## src/rtl/jt12_pg_sched_if.sv

```systemverilog
// jt12_pg_sched_if: register-bus handshake between the host and the phase-generator scheduler.
//   wr      host -> sched  write request, held high until wr_ack
//   part    host -> sched  0: channels 0-2 and globals, 1: channels 3-5
//   addr    host -> sched  register number
//   din     host -> sched  register data
//   wr_ack  sched -> host  one-clk pulse when the write was sampled
interface jt12_pg_sched_if;
    logic       wr;
    logic       part;
    logic [7:0] addr;
    logic [7:0] din;
    logic       wr_ack;

    modport master (output wr, part, addr, din, input wr_ack);
    modport slave  (input wr, part, addr, din, output wr_ack);
endinterface

```

## src/rtl/jt12_pg_sched.sv

```systemverilog
// jt12_pg_sched: slot scheduler and register front-end for the phase generator.
// Stores per-channel fnum/block/pms and per-operator dt1/mul, walks the 24-slot operator
// sequence and presents each slot's parameters at the stage where the phase generator uses them.
// Ports:
//   clk, rst_n     clock, asynchronous active-low reset
//   clk_en         slot advance / register-sample enable
//   bus            register write handshake (slave side)
//   slot, zero     current slot 0..23, high while slot==0
//   fnum_I, block_I, pms_I   parameters of the current slot
//   dt1_II         dt1 of slot-1
//   pg_rst_III     phase-reset pulse of slot-2
//   mul_V          mul of slot-4
module jt12_pg_sched (
    input  logic           clk,
    input  logic           rst_n,
    input  logic           clk_en,
    jt12_pg_sched_if.slave bus,
    output logic [4:0]     slot,
    output logic           zero,
    output logic [10:0]    fnum_I,
    output logic [2:0]     block_I,
    output logic [2:0]     pms_I,
    output logic [2:0]     dt1_II,
    output logic           pg_rst_III,
    output logic [3:0]     mul_V
);

    // Slot s = 6*op + ch, op in register order S1,S3,S2,S4.
    function automatic logic [1:0] slot_op(input logic [4:0] s);
        if (s >= 5'd18)      return 2'd3;
        else if (s >= 5'd12) return 2'd2;
        else if (s >= 5'd6)  return 2'd1;
        else                 return 2'd0;
    endfunction

    function automatic logic [2:0] slot_ch(input logic [4:0] s);
        case (slot_op(s))
            2'd3:    return 3'(s - 5'd18);
            2'd2:    return 3'(s - 5'd12);
            2'd1:    return 3'(s - 5'd6);
            default: return 3'(s);
        endcase
    endfunction

    function automatic logic [4:0] to_slot(input logic [1:0] op, input logic [2:0] ch);
        return ({3'b000, op} * 5'd6) + {2'b00, ch};
    endfunction

    // (s - k) mod 24 for small k
    function automatic logic [4:0] slot_back(input logic [4:0] s, input logic [4:0] k);
        return (s >= k) ? (s - k) : (s + (5'd24 - k));
    endfunction

    // State
    logic [4:0]  slot_q;
    logic        zero_q;
    logic        wr_ack_q;
    logic [10:0] fnum_q     [6];
    logic [2:0]  block_q    [6];
    logic [2:0]  pms_q      [6];
    logic [10:0] sp_fnum_q  [3];
    logic [2:0]  sp_block_q [3];
    logic [2:0]  dt1_q      [24];
    logic [3:0]  mul_q      [24];
    logic [5:0]  latch_n_q;
    logic [5:0]  latch_s_q;
    logic        spmode_q;
    logic [23:0] key_q, key_d;
    logic [23:0] pend_q, pend_d;

    logic [10:0] fnum_s1_q;
    logic [2:0]  block_s1_q;
    logic [2:0]  pms_s1_q;
    logic [2:0]  dt1_s2_q;
    logic        pg_rst_s3_q;
    logic [3:0]  mul_s5_q;

    // Next slot and the slot indices each pipeline stage reads
    logic [4:0]  nxt_slot;
    logic [1:0]  nxt_op;
    logic [2:0]  nxt_ch;
    logic        use_sp;
    logic [10:0] p_fnum;
    logic [2:0]  p_block;
    logic [4:0]  dt1_idx, rst_idx, mul_idx;

    always_comb begin
        nxt_slot = (slot_q == 5'd23) ? 5'd0 : slot_q + 5'd1;
        nxt_op   = slot_op(nxt_slot);
        nxt_ch   = slot_ch(nxt_slot);
        // Channel 2 in special mode takes S1/S3/S2 frequencies from the special set
        use_sp   = spmode_q && (nxt_ch == 3'd2) && (nxt_op != 2'd3);
        p_fnum   = use_sp ? sp_fnum_q[nxt_op]  : fnum_q[nxt_ch];
        p_block  = use_sp ? sp_block_q[nxt_op] : block_q[nxt_ch];
        dt1_idx  = slot_back(nxt_slot, 5'd1);
        rst_idx  = slot_back(nxt_slot, 5'd2);
        mul_idx  = slot_back(nxt_slot, 5'd4);
    end

    // Write decode
    logic       we;
    logic [1:0] wlo;
    logic       wvalid;
    logic [2:0] wch;
    logic [4:0] wslot;
    logic [1:0] sp_idx;
    logic       dec_opreg, dec_fnum, dec_latn, dec_sp, dec_lats, dec_pms, dec_mode, dec_key;
    logic [2:0] kch;
    logic [3:0] knew;

    always_comb begin
        // wr_ack blocks re-sampling the same request during the ack cycle
        we     = clk_en && bus.wr && !wr_ack_q;
        wlo    = bus.addr[1:0];
        wvalid = (wlo != 2'd3);
        wch    = bus.part ? (3'd3 + {1'b0, wlo}) : {1'b0, wlo};
        wslot  = to_slot(bus.addr[3:2], wch);
        case (wlo)
            2'd1:    sp_idx = 2'd0; // S1
            2'd2:    sp_idx = 2'd2; // S2
            default: sp_idx = 2'd1; // S3
        endcase
        dec_opreg = we && wvalid && (bus.addr[7:4] == 4'h3);
        dec_fnum  = we && wvalid && (bus.addr[7:2] == 6'h28);
        dec_latn  = we && wvalid && (bus.addr[7:2] == 6'h29);
        dec_sp    = we && wvalid && !bus.part && (bus.addr[7:2] == 6'h2A);
        dec_lats  = we && wvalid && !bus.part && (bus.addr[7:2] == 6'h2B);
        dec_pms   = we && wvalid && (bus.addr[7:2] == 6'h2D);
        dec_mode  = we && !bus.part && (bus.addr == 8'h27);
        dec_key   = we && !bus.part && (bus.addr == 8'h28) && (bus.din[1:0] != 2'b11);
        kch       = bus.din[2] ? (3'd3 + {1'b0, bus.din[1:0]}) : {1'b0, bus.din[1:0]};
        // Key bits in op order S1,S3,S2,S4
        knew      = {bus.din[7], bus.din[5], bus.din[6], bus.din[4]};
    end

    // Key edges and pending phase resets; a key-on edge wins over the clear on the same edge
    always_comb begin
        key_d  = key_q;
        pend_d = pend_q;
        if (clk_en) begin
            pend_d[rst_idx] = 1'b0;
        end
        if (dec_key) begin
            for (int i = 0; i < 4; i++) begin
                if (knew[i] && !key_q[to_slot(2'(i), kch)]) begin
                    pend_d[to_slot(2'(i), kch)] = 1'b1;
                end
                key_d[to_slot(2'(i), kch)] = knew[i];
            end
        end
    end

    always_ff @(posedge clk or negedge rst_n) begin
        if (!rst_n) begin
            slot_q      <= 5'd0;
            zero_q      <= 1'b1;
            wr_ack_q    <= 1'b0;
            latch_n_q   <= 6'd0;
            latch_s_q   <= 6'd0;
            spmode_q    <= 1'b0;
            key_q       <= 24'd0;
            pend_q      <= 24'd0;
            fnum_s1_q   <= 11'd0;
            block_s1_q  <= 3'd0;
            pms_s1_q    <= 3'd0;
            dt1_s2_q    <= 3'd0;
            pg_rst_s3_q <= 1'b0;
            mul_s5_q    <= 4'd0;
            for (int i = 0; i < 6; i++) begin
                fnum_q[i]  <= 11'd0;
                block_q[i] <= 3'd0;
                pms_q[i]   <= 3'd0;
            end
            for (int i = 0; i < 3; i++) begin
                sp_fnum_q[i]  <= 11'd0;
                sp_block_q[i] <= 3'd0;
            end
            for (int i = 0; i < 24; i++) begin
                dt1_q[i] <= 3'd0;
                mul_q[i] <= 4'd0;
            end
        end else begin
            wr_ack_q <= we;
            key_q    <= key_d;
            pend_q   <= pend_d;
            // Outputs read pre-edge storage, so a same-edge write shows up one slot later
            if (clk_en) begin
                slot_q      <= nxt_slot;
                zero_q      <= (nxt_slot == 5'd0);
                fnum_s1_q   <= p_fnum;
                block_s1_q  <= p_block;
                pms_s1_q    <= pms_q[nxt_ch];
                dt1_s2_q    <= dt1_q[dt1_idx];
                pg_rst_s3_q <= pend_q[rst_idx];
                mul_s5_q    <= mul_q[mul_idx];
            end
            if (dec_opreg) begin
                dt1_q[wslot] <= bus.din[6:4];
                mul_q[wslot] <= bus.din[3:0];
            end
            if (dec_latn) begin
                latch_n_q <= bus.din[5:0];
            end
            if (dec_fnum) begin
                fnum_q[wch]  <= {latch_n_q[2:0], bus.din};
                block_q[wch] <= latch_n_q[5:3];
            end
            if (dec_lats) begin
                latch_s_q <= bus.din[5:0];
            end
            if (dec_sp) begin
                sp_fnum_q[sp_idx]  <= {latch_s_q[2:0], bus.din};
                sp_block_q[sp_idx] <= latch_s_q[5:3];
            end
            if (dec_pms) begin
                pms_q[wch] <= bus.din[2:0];
            end
            if (dec_mode) begin
                spmode_q <= |bus.din[7:6];
            end
        end
    end

    assign bus.wr_ack = wr_ack_q;
    assign slot       = slot_q;
    assign zero       = zero_q;
    assign fnum_I     = fnum_s1_q;
    assign block_I    = block_s1_q;
    assign pms_I      = pms_s1_q;
    assign dt1_II     = dt1_s2_q;
    assign pg_rst_III = pg_rst_s3_q;
    assign mul_V      = mul_s5_q;

endmodule

```

## src/flat_wrapper.sv

```systemverilog
// flat-port wrapper written by rule: the top's interface ports become plain ports
module jt12_pg_sched_flat 
  (clk, rst_n, clk_en, slot, zero, fnum_I, block_I, pms_I, dt1_II, pg_rst_III, mul_V, bus_wr, bus_part, bus_addr, bus_din, bus_wr_ack);
  jt12_pg_sched_if bus_i ();
  input  logic clk;
  input  logic rst_n;
  input  logic clk_en;
  output logic [4:0] slot;
  output logic zero;
  output logic [10:0] fnum_I;
  output logic [2:0] block_I;
  output logic [2:0] pms_I;
  output logic [2:0] dt1_II;
  output logic pg_rst_III;
  output logic [3:0] mul_V;
  input wire logic [$bits(bus_i.wr)-1:0] bus_wr;
  input wire logic [$bits(bus_i.part)-1:0] bus_part;
  input wire logic [$bits(bus_i.addr)-1:0] bus_addr;
  input wire logic [$bits(bus_i.din)-1:0] bus_din;
  output wire logic [$bits(bus_i.wr_ack)-1:0] bus_wr_ack;
  assign bus_i.wr = bus_wr;
  assign bus_i.part = bus_part;
  assign bus_i.addr = bus_addr;
  assign bus_i.din = bus_din;
  assign bus_wr_ack = bus_i.wr_ack;
  jt12_pg_sched u_core (.clk(clk), .rst_n(rst_n), .clk_en(clk_en), .bus(bus_i), .slot(slot), .zero(zero), .fnum_I(fnum_I), .block_I(block_I), .pms_I(pms_I), .dt1_II(dt1_II), .pg_rst_III(pg_rst_III), .mul_V(mul_V));
endmodule
```

## config.mk

```make
export PLATFORM = sky130hd
export DESIGN_NAME = jt12_pg_sched_flat
export DESIGN_NICKNAME = d
export VERILOG_FILES = /design/src/rtl/jt12_pg_sched_if.sv /design/src/rtl/jt12_pg_sched.sv /design/src/flat_wrapper.sv
export SDC_FILE = /design/constraint.sdc
export NUM_CORES = 1
export LEC_CHECK = 0
export ABC_AREA = 1
export BUFFER_PORTS_ARGS = -buffer_cell sky130_fd_sc_hd__buf_2
export CORE_MARGIN = 2
export CORE_UTILIZATION = 56
export CTS_CLUSTER_SIZE = 28
export DETAILED_ROUTE_END_ITERATION = 8
export PLACE_DENSITY = 0.84
export SETUP_SLACK_MARGIN = 0.1
export SLEW_MARGIN = 15
export SYNTH_ARGS = -nofsm -noshare
export SYNTH_HDL_FRONTEND = slang
export SYNTH_SLANG_ARGS = --single-unit
```

## constraint.sdc

```tcl
create_clock -name clk -period 2.6 [get_ports clk]
set_input_delay 0 -clock clk [delete_from_list [all_inputs] [get_ports clk]]
set_output_delay 0 -clock clk [all_outputs]
set_load 0.05 [all_outputs]
```

==> impl_metrics.toml <==
[timing]
min_period_over_period = 1.01
drv_slew = 0
period_needed_ps = 2640
tightest_slew_ps = 874
hold_violations = 0
finalSetupViolations = 8
final.setup.worst_slack_ps = -37.9
rsz0062_at_grt = "true"
skew_ps = 12.0
fmax_ghz = 0.379
relSlewSlack = 0.416

[drt]
ant_nets = 0
post_drt_via_cell_ratio = 5.90
drt_iter0_markers = 2258
wl_um = 60100
drcViolationCount = 0
drt-pass1-iter-count = 6
routedWlPerCell_um = 18.8
vias = 18914

[synthesis]
synth.most_common_cell = "nand2_1"
synth_simple_gate_area_share = 0.251
synth_top_family_by_area = "simple AND/OR/NAND/NOR gates"
synthMuxAreaShare = 0.0127
syn_inst = 2624
yosys.area.top_type_share = 0.497
synth_seq_cells = 405
syn_nets = 2675
synth-edff-count = 0
synthXorXnorAreaFrac = 0.00258
synth_top_area_cell = "dfrtp_1"
ys_types = 48
synth_compound_area_frac = 0.152
synthesis.area_um2 = 20300
synth_common_cells = "nand2_1 (893), o21ai_0 (449), dfrtp_1 (404)"
synth_top_flop_cell = "dfrtp_1"
syn_area_per_cell_um2 = 7.75
synthArstFlopShare = 1.00
synth_area_leaders = "dfrtp_1 (50%), nand2_1 (16%), o21ai_0 (11%)"
yosys_warnings = 0
synthAdderAreaFrac = 0.0188
ys_seq_area_frac = 0.498

[grt]
grt_pass1_vias = 18011
overflow = 0
grt_max_degree = 93
track_usage = 0.311
grt_first_pass_wirelength_um = 94100
antenna_found_initial = 2

[pwr]
sw_frac_of_total = 0.420
pwr-share-clk = 0.262
seq_power_share = 0.293
p_comb_frac = 0.445
power_switching_mw = 9.68
vdd_drop_max_mv = 0.892
p_per_area_nw_per_um2 = 970
p_leak_nw = 11.5
p_int_mw = 13.3

[placement]
port_buffers = 52
hpwl_um = 37700
post_dp_cell_area_um2 = 21700
place.gp.congestion = 0.926

[floorplanning]
start_util = 0.571
rows = 69
dieHeight_um = 195
coreArea_um2 = 35700
die_area_um2 = 37900
ios = 53
dieWidth_um = 195

[final_layout]
fin_nets = 2764
drive_gt1_frac = 0.147
fillers = 2746
register_area_um2 = 10100
multi_input_area_um2 = 9430
areaGrowthSynthToFinish_pct = 16.7
design_area_um2 = 23700
final_util = 0.666

[run_status]
failed_checks = "setup timing"
status = "finished with violations"

[worst_hold_path]
hold_class = "input port to asynchronous set/reset pin"

[worst_setup_path]
worstPathRequired_ps = 3100
start_kind = "flip-flop"
critPathKind = "flip-flop to flip-flop"
crit_arrival_ps = 3130
worstPathMaxFanout = 14
cp-end-kind = "flip-flop"

[clock_network]
cts-root-buf = "clkbuf_16"
cts_buffers = 43
clock_path_buffers = 3
cts_tree = "done"
htree_levels = 2
cts_sinks = 405
clk_pin_slew_ps = 60
clock_latency_ps = 560

[job]
cap_viol_max_count = 0
state kept, by name, summed over array words and instances, names as in the netlist, 6 cells and up:
register and cells:
u_core.key_q 24, u_core.pend_q 24, u_core.block_q 18, u_core.mul_q 96
u_core.dt1_q 72, u_core.fnum_I 11, u_core.latch_s_q 6, u_core.sp_fnum_q 33
u_core.fnum_q 66, u_core.sp_block_q 9, u_core.latch_n_q 6, u_core.pms_q 18
kinds of logic after synthesis:
group	Yosys count
and+or+nand+nor	1244
xor gates and xnor gates	6
adders and majority gates	30
DFF	405
AOI/OAI and AO/OA	594
muxes	25
buffers and inverters	320
cell type report:
class	count	share of cell area
Sequential cell	405	0.427
Multi-Input combinational cell	1899	0.397
Timing Repair Buffer	188	0.0648
Clock buffer	67	0.0542
Inverter	176	0.0285
Tap cell	461	0.0243
Clock inverter	8	0.00364
Antenna cell	1	0.000105
worst max-delay path, cell delays in order, from the launching register on:
cell and delay (ps):
dfrtp_4 500, ha_4 190, nand2_4 80, inv_4 50, nand2_4 80, nand3_4 110
inv_4 90, ha_4 140, nand2_4 50, nand3_4 100, inv_2 60, nand3_1 100
nand2_2 120, inv_1 120, nand3_1 140, nand2_4 230, nand2_1 150, nand3_4 130
nand2_1 60, nand2_1 50
power groups by stage:
stage	Sequential, mW	Combinational, mW	Clock [mW]
2_1_floorplan	7.35	4.77	0
3_3_place_gp	6.81	8.10	0
3_5_place_dp	6.83	8.31	0
4_1_cts	6.72	8.89	6.06
5_1_grt	6.75	10.9	6.32
6_report	6.74	10.2	6.04
final timing paths:
check,slack [ps],startpoint,depth (start not counted),to
max,-40,u_core.slot[0],19,u_core.fnum_I[8]
min,20,rst_n,2,u_core.key_q[5]
max in group asynchronous,1630,rst_n,3,u_core.mul_q[40]
max reg2reg,-40,u_core.slot[0],19,u_core.fnum_I[8]
min reg2reg,470,u_core.fnum_I[2],2,u_core.fnum_I[2]
min in group clk,50,bus_addr[7],6,u_core.spmode_q
layer usage:
layer / global-route usage / vias to the layer above / routed length, um
li1: - / 8680 / -
met1: 0.423 / 9015 / 24000
met2: 0.499 / 1035 / 28100
met3: 0.0560 / 182 / 5830
met4: 0.121 / 2 / 2250
met5: 0 / - / 12
placed cells by master (no fill, tap or decap), types with 9 or more instances in the layout:
cell type    n
nand2_1    864
a21oi_1     60
inv_2       17
nor2_4      12
clkbuf_8    10
nor2_2      12
o21ai_2      9
mux2i_1     19
ha_1        24
clkbuf_1    13
dfrtp_1    401
nand2_2     30
inv_1      153
nand2_4     11
buf_2       51
buf_12      13
o21ai_1     49
buf_4      106
nand3_2     24
nor2_1     137
clkbuf_16   45
nand3_1    117
a21boi_1    11
o21ai_0    421
per-stage QoR:
stage / std cells / hold slack, ps / setup slack (ps) / TNS, ps / total power, mW
5_1_grt: 3205 / 76.0 / -129 / -2440 / 24.0
3_5_place_dp: 3116 / 36.2 / -169 / -7380 / 15.1
3_3_place_gp: 3116 / 28.3 / -52.7 / -1540 / 14.9
2_1_floorplan: 2624 / -296 / -9.00 / -22.3 / 12.1
6_report: 3205 / 23.1 / -37.9 / -101 / 23.0
4_1_cts: 3199 / 28.8 / 75.2 / 0 / 21.7
repair_timing:
item | 4_1_cts | 5_1_grt
setup endpoints to repair | 49 | 49
cloned | 0 | 1
hold buffers | 7 | 0
pin swaps | 9 | 31
hold endpoints to repair | 194 | 0
resized for setup | 53 | 117
buffers inserted | 1 | 4
Note: power is estimated with default switching activity, not from simulation.
